File: src/rtl/alu_mdu.sv
// alu_mdu: execute-stage ALU with RV32M multiply/divide/remainder.
// Every result is registered and offered through a valid/ready handshake.
//
// Base operations finish in one cycle. MUL* runs a shift-add multiplier
// and DIV*/REM* runs a restoring divider. Both work on operand magnitudes,
// take one bit per cycle, and fix the sign at the end.
//
// Ports:
//   clk         rising-edge clock
//   rst_n       synchronous active-low reset
//   InValid     request present
//   InReady     request can be accepted this cycle
//   SrcA, SrcB  operands
//   PC          instruction PC (AUIPC, JAL)
//   ALUControl  operation select
//   OutValid    ALUResult/Zero hold a result
//   OutReady    consumer takes the result
//   ALUResult   registered result
//   Zero        registered, 1 iff ALUResult == 0
`timescale 1ns/1ps
module alu_mdu #(
    parameter int DATA_WIDTH     = 32,
    parameter int ALU_CTRL_WIDTH = 5,
    parameter int SHIFT_WIDTH    = 5
) (
    input  logic                      clk,
    input  logic                      rst_n,
    input  logic                      InValid,
    output logic                      InReady,
    input  logic [DATA_WIDTH-1:0]     SrcA,
    input  logic [DATA_WIDTH-1:0]     SrcB,
    input  logic [DATA_WIDTH-1:0]     PC,
    input  logic [ALU_CTRL_WIDTH-1:0] ALUControl,
    output logic                      OutValid,
    input  logic                      OutReady,
    output logic [DATA_WIDTH-1:0]     ALUResult,
    output logic                      Zero
);

    localparam int W     = DATA_WIDTH;
    localparam int CNT_W = $clog2(DATA_WIDTH) + 1;

    localparam logic [ALU_CTRL_WIDTH-1:0] OP_SUB   = ALU_CTRL_WIDTH'(5'h01);
    localparam logic [ALU_CTRL_WIDTH-1:0] OP_SLL   = ALU_CTRL_WIDTH'(5'h02);
    localparam logic [ALU_CTRL_WIDTH-1:0] OP_SLT   = ALU_CTRL_WIDTH'(5'h03);
    localparam logic [ALU_CTRL_WIDTH-1:0] OP_SLTU  = ALU_CTRL_WIDTH'(5'h04);
    localparam logic [ALU_CTRL_WIDTH-1:0] OP_XOR   = ALU_CTRL_WIDTH'(5'h05);
    localparam logic [ALU_CTRL_WIDTH-1:0] OP_SRL   = ALU_CTRL_WIDTH'(5'h06);
    localparam logic [ALU_CTRL_WIDTH-1:0] OP_SRA   = ALU_CTRL_WIDTH'(5'h07);
    localparam logic [ALU_CTRL_WIDTH-1:0] OP_OR    = ALU_CTRL_WIDTH'(5'h08);
    localparam logic [ALU_CTRL_WIDTH-1:0] OP_AND   = ALU_CTRL_WIDTH'(5'h09);
    localparam logic [ALU_CTRL_WIDTH-1:0] OP_AUIPC = ALU_CTRL_WIDTH'(5'h0A);
    localparam logic [ALU_CTRL_WIDTH-1:0] OP_LUI   = ALU_CTRL_WIDTH'(5'h0B);
    localparam logic [ALU_CTRL_WIDTH-1:0] OP_JAL   = ALU_CTRL_WIDTH'(5'h0C);
    localparam logic [ALU_CTRL_WIDTH-1:0] OP_MUL   = ALU_CTRL_WIDTH'(5'h10);
    localparam logic [ALU_CTRL_WIDTH-1:0] OP_REMU  = ALU_CTRL_WIDTH'(5'h17);

    typedef enum logic [1:0] {S_IDLE, S_MUL, S_DIV, S_DONE} state_t;

    state_t                 r_state, w_state_nxt;
    logic [W-1:0]           r_result;
    logic                   r_zero;
    logic [CNT_W-1:0]       r_cnt;
    logic [2*W-1:0]         r_acc;     // MUL: {partial hi, multiplier}; DIV: {remainder, quotient}
    logic [W-1:0]           r_mcand;   // MUL: multiplicand magnitude; DIV: divisor magnitude
    logic                   r_neg_q;   // negate product / quotient
    logic                   r_neg_r;   // negate remainder
    logic                   r_sel;     // MUL: take high half; DIV: take remainder

    logic [SHIFT_WIDTH-1:0] w_shamt;
    logic signed [W-1:0]    w_a_s, w_b_s;
    logic [W-1:0]           w_base, w_res, w_spec_res, w_a_mag, w_b_mag;
    logic [W-1:0]           w_mul_res, w_div_res;
    logic [2*W-1:0]         w_step, w_prod, w_first;
    logic [2:0]             w_mop;
    logic                   w_is_m, w_is_div, w_a_sgn, w_b_sgn, w_a_neg, w_b_neg;
    logic                   w_special, w_last, w_load, w_start, w_busy;

    // One shift-add step: add multiplicand into the top half when the
    // multiplier LSB is set, then shift the whole accumulator right.
    function automatic logic [2*W-1:0] mul_step(input logic [2*W-1:0] acc,
                                                input logic [W-1:0]   mcand);
        logic [W:0] sum;
        sum = {1'b0, acc[2*W-1:W]} + (acc[0] ? {1'b0, mcand} : {(W+1){1'b0}});
        return {sum, acc[W-1:1]};
    endfunction

    // One restoring-division step; returns {remainder, quotient}.
    function automatic logic [2*W-1:0] div_step(input logic [W-1:0] rem,
                                                input logic [W-1:0] quo,
                                                input logic [W-1:0] dvsr);
        logic [W:0] shl;
        logic       ge;
        shl = {rem, quo[W-1]};
        ge  = (shl >= {1'b0, dvsr});
        return {(ge ? (shl[W-1:0] - dvsr) : shl[W-1:0]), quo[W-2:0], ge};
    endfunction

    function automatic logic [W-1:0] neg_if(input logic [W-1:0] v, input logic n);
        return n ? (~v + 1'b1) : v;
    endfunction

    assign w_shamt = SrcB[SHIFT_WIDTH-1:0];
    assign w_a_s   = SrcA;
    assign w_b_s   = SrcB;

    always_comb begin
        w_base = SrcA + SrcB;
        case (ALUControl)
            OP_SUB:   w_base = SrcA - SrcB;
            OP_SLL:   w_base = SrcA << w_shamt;
            OP_SLT:   w_base = {{(W-1){1'b0}}, (w_a_s < w_b_s)};
            OP_SLTU:  w_base = {{(W-1){1'b0}}, (SrcA < SrcB)};
            OP_XOR:   w_base = SrcA ^ SrcB;
            OP_SRL:   w_base = SrcA >> w_shamt;
            OP_SRA:   w_base = w_a_s >>> w_shamt;
            OP_OR:    w_base = SrcA | SrcB;
            OP_AND:   w_base = SrcA & SrcB;
            OP_AUIPC: w_base = (SrcB << 12) + PC;
            OP_LUI:   w_base = SrcB << 12;
            OP_JAL:   w_base = PC + W'(4);
            default:  ;
        endcase
    end

    // M-op decode: which operands are treated as signed, and their magnitudes.
    assign w_mop    = ALUControl[2:0];
    assign w_is_m   = (ALUControl >= OP_MUL) && (ALUControl <= OP_REMU);
    assign w_is_div = w_mop[2];
    assign w_a_sgn  = w_is_div ? ~w_mop[0] : (w_mop != 3'd3);
    assign w_b_sgn  = w_is_div ? ~w_mop[0] : (w_mop[2:1] == 2'b00);
    assign w_a_neg  = w_a_sgn & SrcA[W-1];
    assign w_b_neg  = w_b_sgn & SrcB[W-1];
    assign w_a_mag  = neg_if(SrcA, w_a_neg);
    assign w_b_mag  = neg_if(SrcB, w_b_neg);

    // Divide by zero, and signed most-negative / -1, skip the iteration.
    always_comb begin
        logic w_dz;
        logic w_ovf;
        w_dz       = (SrcB == '0);
        w_ovf      = w_a_sgn && (SrcA == {1'b1, {(W-1){1'b0}}}) && (SrcB == '1);
        w_special  = w_is_div && (w_dz || w_ovf);
        w_spec_res = w_dz ? (w_mop[1] ? SrcA : '1) : (w_mop[1] ? '0 : SrcA);
    end

    // The first iteration runs on the accept edge, so W iterations complete
    // W-1 cycles later and the result is valid in cycle W after accept.
    assign w_first = w_is_div ? div_step({W{1'b0}}, w_a_mag, w_b_mag)
                              : mul_step({{W{1'b0}}, w_b_mag}, w_a_mag);
    assign w_step  = (r_state == S_DIV) ? div_step(r_acc[2*W-1:W], r_acc[W-1:0], r_mcand)
                                        : mul_step(r_acc, r_mcand);
    assign w_prod    = r_neg_q ? (~w_step + 1'b1) : w_step;
    assign w_mul_res = r_sel ? w_prod[2*W-1:W] : w_prod[W-1:0];
    assign w_div_res = r_sel ? neg_if(w_step[2*W-1:W], r_neg_r)
                             : neg_if(w_step[W-1:0], r_neg_q);
    assign w_last    = (r_cnt == CNT_W'(W - 1));
    assign w_busy    = (r_state == S_MUL) || (r_state == S_DIV);

    always_comb begin
        w_state_nxt = r_state;
        InReady     = 1'b0;
        OutValid    = 1'b0;
        w_load      = 1'b0;
        w_start     = 1'b0;
        w_res       = w_base;
        case (r_state)
            S_IDLE: InReady = 1'b1;
            S_DONE: begin
                OutValid = 1'b1;
                InReady  = OutReady;
            end
            S_MUL: if (w_last) begin
                w_state_nxt = S_DONE;
                w_load      = 1'b1;
                w_res       = w_mul_res;
            end
            S_DIV: if (w_last) begin
                w_state_nxt = S_DONE;
                w_load      = 1'b1;
                w_res       = w_div_res;
            end
            default: w_state_nxt = S_IDLE;
        endcase
        if (InValid && InReady) begin
            if (!w_is_m) begin
                w_state_nxt = S_DONE;
                w_load      = 1'b1;
                w_res       = w_base;
            end else if (w_special) begin
                w_state_nxt = S_DONE;
                w_load      = 1'b1;
                w_res       = w_spec_res;
            end else begin
                w_start     = 1'b1;
                w_state_nxt = w_is_div ? S_DIV : S_MUL;
            end
        end else if ((r_state == S_DONE) && OutReady) begin
            w_state_nxt = S_IDLE;
        end
    end

    always_ff @(posedge clk) begin
        if (!rst_n) begin
            r_state  <= S_IDLE;
            r_result <= '0;
            r_zero   <= 1'b0;
            r_cnt    <= '0;
        end else begin
            r_state <= w_state_nxt;
            if (w_load) begin
                r_result <= w_res;
                r_zero   <= (w_res == '0);
            end
            if (w_start)
                r_cnt <= CNT_W'(1);
            else if (w_busy)
                r_cnt <= r_cnt + CNT_W'(1);
        end
    end

    // Iteration datapath: reset not needed, only read while MUL/DIV is active.
    always_ff @(posedge clk) begin
        if (w_start) begin
            r_acc   <= w_first;
            r_mcand <= w_is_div ? w_b_mag : w_a_mag;
            r_neg_q <= w_a_neg ^ w_b_neg;
            r_neg_r <= w_a_neg;
            r_sel   <= w_is_div ? w_mop[1] : (w_mop != 3'd0);
        end else if (w_busy) begin
            r_acc <= w_step;
        end
    end

    assign ALUResult = r_result;
    assign Zero      = r_zero;

endmodule
File: config.mk
export PLATFORM = sky130hd
export DESIGN_NAME = alu_mdu
export DESIGN_NICKNAME = d
export VERILOG_FILES = /design/src/rtl/alu_mdu.sv
export SDC_FILE = /design/constraint.sdc
export NUM_CORES = 2
export LEC_CHECK = 0
export CAP_MARGIN = 0
export CORE_ASPECT_RATIO = 1.75
export CORE_MARGIN = 2
export CORE_UTILIZATION = 35
export CTS_CLUSTER_SIZE = 8
export DETAILED_ROUTE_END_ITERATION = 12
export PLACE_DENSITY = 0.57
export SLEW_MARGIN = 10
export SYNTH_ARGS = -nofsm -noshare
export SYNTH_HDL_FRONTEND = slang
export SYNTH_SLANG_ARGS = --single-unit
File: constraint.sdc
create_clock -name clk -period 6.2 [get_ports clk]
set_clock_uncertainty 0.05 [all_clocks]
set_input_delay 1.24 -clock clk [delete_from_list [all_inputs] [get_ports clk]]
set_output_delay 1.24 -clock clk [all_outputs]
set_load 0.02 [all_outputs]
==> impl_metrics.tcl <==
set metrics [dict create \
    reg2reg_slack_ns -0.05 \
    synth_nets 4259 \
    gp_congestion 1.07 \
    syn_to_final_growth_pct 41.9 \
    power_leakage_nw 17.1 \
    dp_worst_setup_slack_ns -1.48 \
    routed-wl-met3_um 15300 \
    synthArstFlopShare 0 \
    place_area_um2 39100 \
    vias_per_cell 6.46 \
    mostFrequentLayoutCell "buf_4" \
    synth_top_area_frac 0.104 \
    worst_hold_startpoint "ALUResult[20]" \
    required_ns 6.64 \
    endpoint "Zero" \
    die_h_um 383 \
    grt_start_max_net_pins 83 \
    initial_core_util 0.354 \
    hpwl_um 168000 \
    grt_antenna_before_repair 10 \
    overflow 0 \
    worst-path-max-fanout 4 \
    setup_viol 1 \
    peakVddDrop_mv 0.374 \
    power.total_mw 18.2 \
    fin_util 0.503 \
    startpoint "SrcB[5]" \
    cap_violations 0 \
    netlist_instances 3955 \
    fin_cells 6036 \
    drtIter0Drc 3662 \
    drive_above_1_share 0.291 \
    clockBufferDepth 3 \
    hold_buffers 0 \
    power.density_nw_per_um2 448 \
    cpMaxStageDelayCell "clkdlybuf4s50_1" \
    placedCellCount 5970 \
    nets 5280 \
    htree_levels 4 \
    track_usage 0.486 \
    wire_per_inst_um 33.9 \
    max_stage_delay_ns 0.56 \
    post-route-min-period_ns 6.33 \
    cts_tree "done" \
    routed_wl_um 205000 \
    yosys-top-cells-area "edfxtp_1, ha_1, a21oi_1, mux4_2, nor2_1" \
    syn_area_um2 28700 \
    io_pins 140 \
    num_rows 138 \
    rr_endpoint "Zero" \
    dr.max_layer_used "met5" \
    yosysWarnings 0 \
    crit_type "input pin to flip-flop" \
    coreArea_um2 81000 \
    max_freq_mhz 158 \
    fillers 8380 \
    grt_pass1_wl_um 290000 \
    synth_top_area_cell "edfxtp_1" \
    critPathCaptureType "flip-flop" \
    synth_enable_flop_cells 99 \
    finalMaxSlewViolations 0 \
    port_buffers 139 \
    cts_root_buf "clkbuf_16" \
    rsz0062_at_grt "true" \
    final_cell_area_um2 40700 \
    hold_violations 0 \
    hp-class "flip-flop to flip-flop" \
    worstRegToRegCells 23 \
    drt-met1-wl_um 60300 \
    period_share 1.02 \
    cp_common_cell "buf_4" \
    violations "negative setup slack" \
    first_pass_iters 6 \
    final_cell_mix "buf_4, nor2_1, nand2_1, a21oi_1, o21ai_0" \
    clk_pin_slew_ns 0.07 \
    drc_errors 0 \
    dr_wl_met2_um 97600 \
    cts-buffers-inserted 25 \
    r2r-start "r_mcand[1]" \
    critPathLaunchType "input pin" \
    synth_ff_type "edfxtp_1" \
    cp_cell_sequence "clkdlybuf4s50_1, buf_4, or3_1, nor3b_1, buf_4, nand4_1, buf_4, nor3_4, o21a_1, nor2_1, nor2_1, buf_4, buf_4, a221o_1, o221ai_2, inv_1, o211a_1, nand4_1, nor4_4, buf_4, nand4_1, or4_1, o21ai_1" \
    slew_headroom 0.230 \
    dieArea_um2 84300 \
    cp.arrival_ns 6.77 \
    die_w_um 220 \
    via_count 39000 \
    clkSinkCount 140 \
    ys_seq_elements 140 \
    worst_slack_ns -0.132 \
    seq_area_frac_synth 0.132 \
    grt_pass1_vias 39700 \
    ant_nets 0 \
    synth_cell_types 100 \
    clk_latency_ns 0.55 \
    status "finished, violations left" \
    synth_area_per_cell_um2 7.25 \
    tightest_slew_ns 1.15 \
]
==> critical path, delay by kind of cell <==
kind,cells,cell delay (ns)
AOI/OAI and AO/OA,5,0.89
and+or+nand+nor,10,2.88
buffers and inverters,8,1.75
==> final cells by class <==
| type | count | area (µm²) | share of cell area |
|---|---|---|---|
| antenna | 4 | 10.0 | 0.000246 |
| clock buffer | 30 | 666 | 0.0164 |
| timing repair buffer | 1284 | 10500 | 0.257 |
| clock inverter | 3 | 37.5 | 0.000922 |
| sequential | 140 | 3790 | 0.0932 |
| inverter | 187 | 702 | 0.0172 |
| multi-input combinational | 3338 | 23700 | 0.583 |
| tap | 1050 | 1310 | 0.0323 |
==> synthesized netlist by cell type (all sizes together) (69+ instances only) <==
master / n
mux4: 71
o21ai: 235
ha: 194
inv: 184
nand2: 359
a21oi: 325
a211oi: 69
xnor2: 134
nor2: 412
mux2i: 102
clkbuf: 233
edfxtp: 99
nor3: 122
nand3: 113
o211ai: 83
==> per-layer routing <==
layer  vias to the layer above  GRT usage
met3                      1207      0.133
li1                      17000          -
met2                      2355      0.815
met5                         -    0.00119
met4                        10      0.580
met1                     18400      0.430
==> registers in the layout, summed over array words and instances, names as in the netlist <==
name / flops
r_cnt: 6
r_sel: 1
Zero: 1
r_neg_r: 1
r_state: 2
r_acc: 64
ALUResult: 32
r_neg_q: 1
r_mcand: 32
==> through the flow <==
step / TNS [ns] / hold slack [ns]
2_1_floorplan: -0.0929 / 0.436
3_3_place_gp: -14.94 / 0.403
3_5_place_dp: -16.15 / 0.403
4_1_cts: 0 / 0.414
5_1_grt: -0.227 / 0.435
6_report: -0.132 / 0.408
==> cells by family after synthesis <==
logic type,synth area share
AOI/OAI and AO/OA,0.309
DFF,0.132
buffers and inverters,0.0640
muxes,0.107
adders and majority gates,0.0913
and+or+nand+nor,0.241
xor gates and xnor gates,0.0550
==> report_power, final <==
group | total, mW | internal [mW] | switching [mW] | leakage (nW)
combinational | 15.2 | 6.32 | 8.84 | 15.5
clock | 1.27 | 0.786 | 0.483 | 0.342
sequential | 1.81 | 1.53 | 0.283 | 1.26
total | 18.2 | 8.63 | 9.61 | 17.1
==> timing repair <==
item	in CTS	in global routing
resized for setup	63	61
setup endpoints to repair	3	38
pin swaps	18	32
buffers inserted	22	9
endpoints found under the hold margin	0	0
==> worst min path at each step <==
stage                          endpoint  slack, ns  cells past startpoint
after floorplan                r_cnt[5]       0.44                      2
after global placement    ALUResult[20]       0.40                      2
after detailed placement  ALUResult[20]       0.40                      2
after CTS                 ALUResult[20]       0.41                      2
after global routing      ALUResult[20]       0.44                      2
final                     ALUResult[20]       0.41                      2
Note: power is estimated with default switching activity, not from simulation.
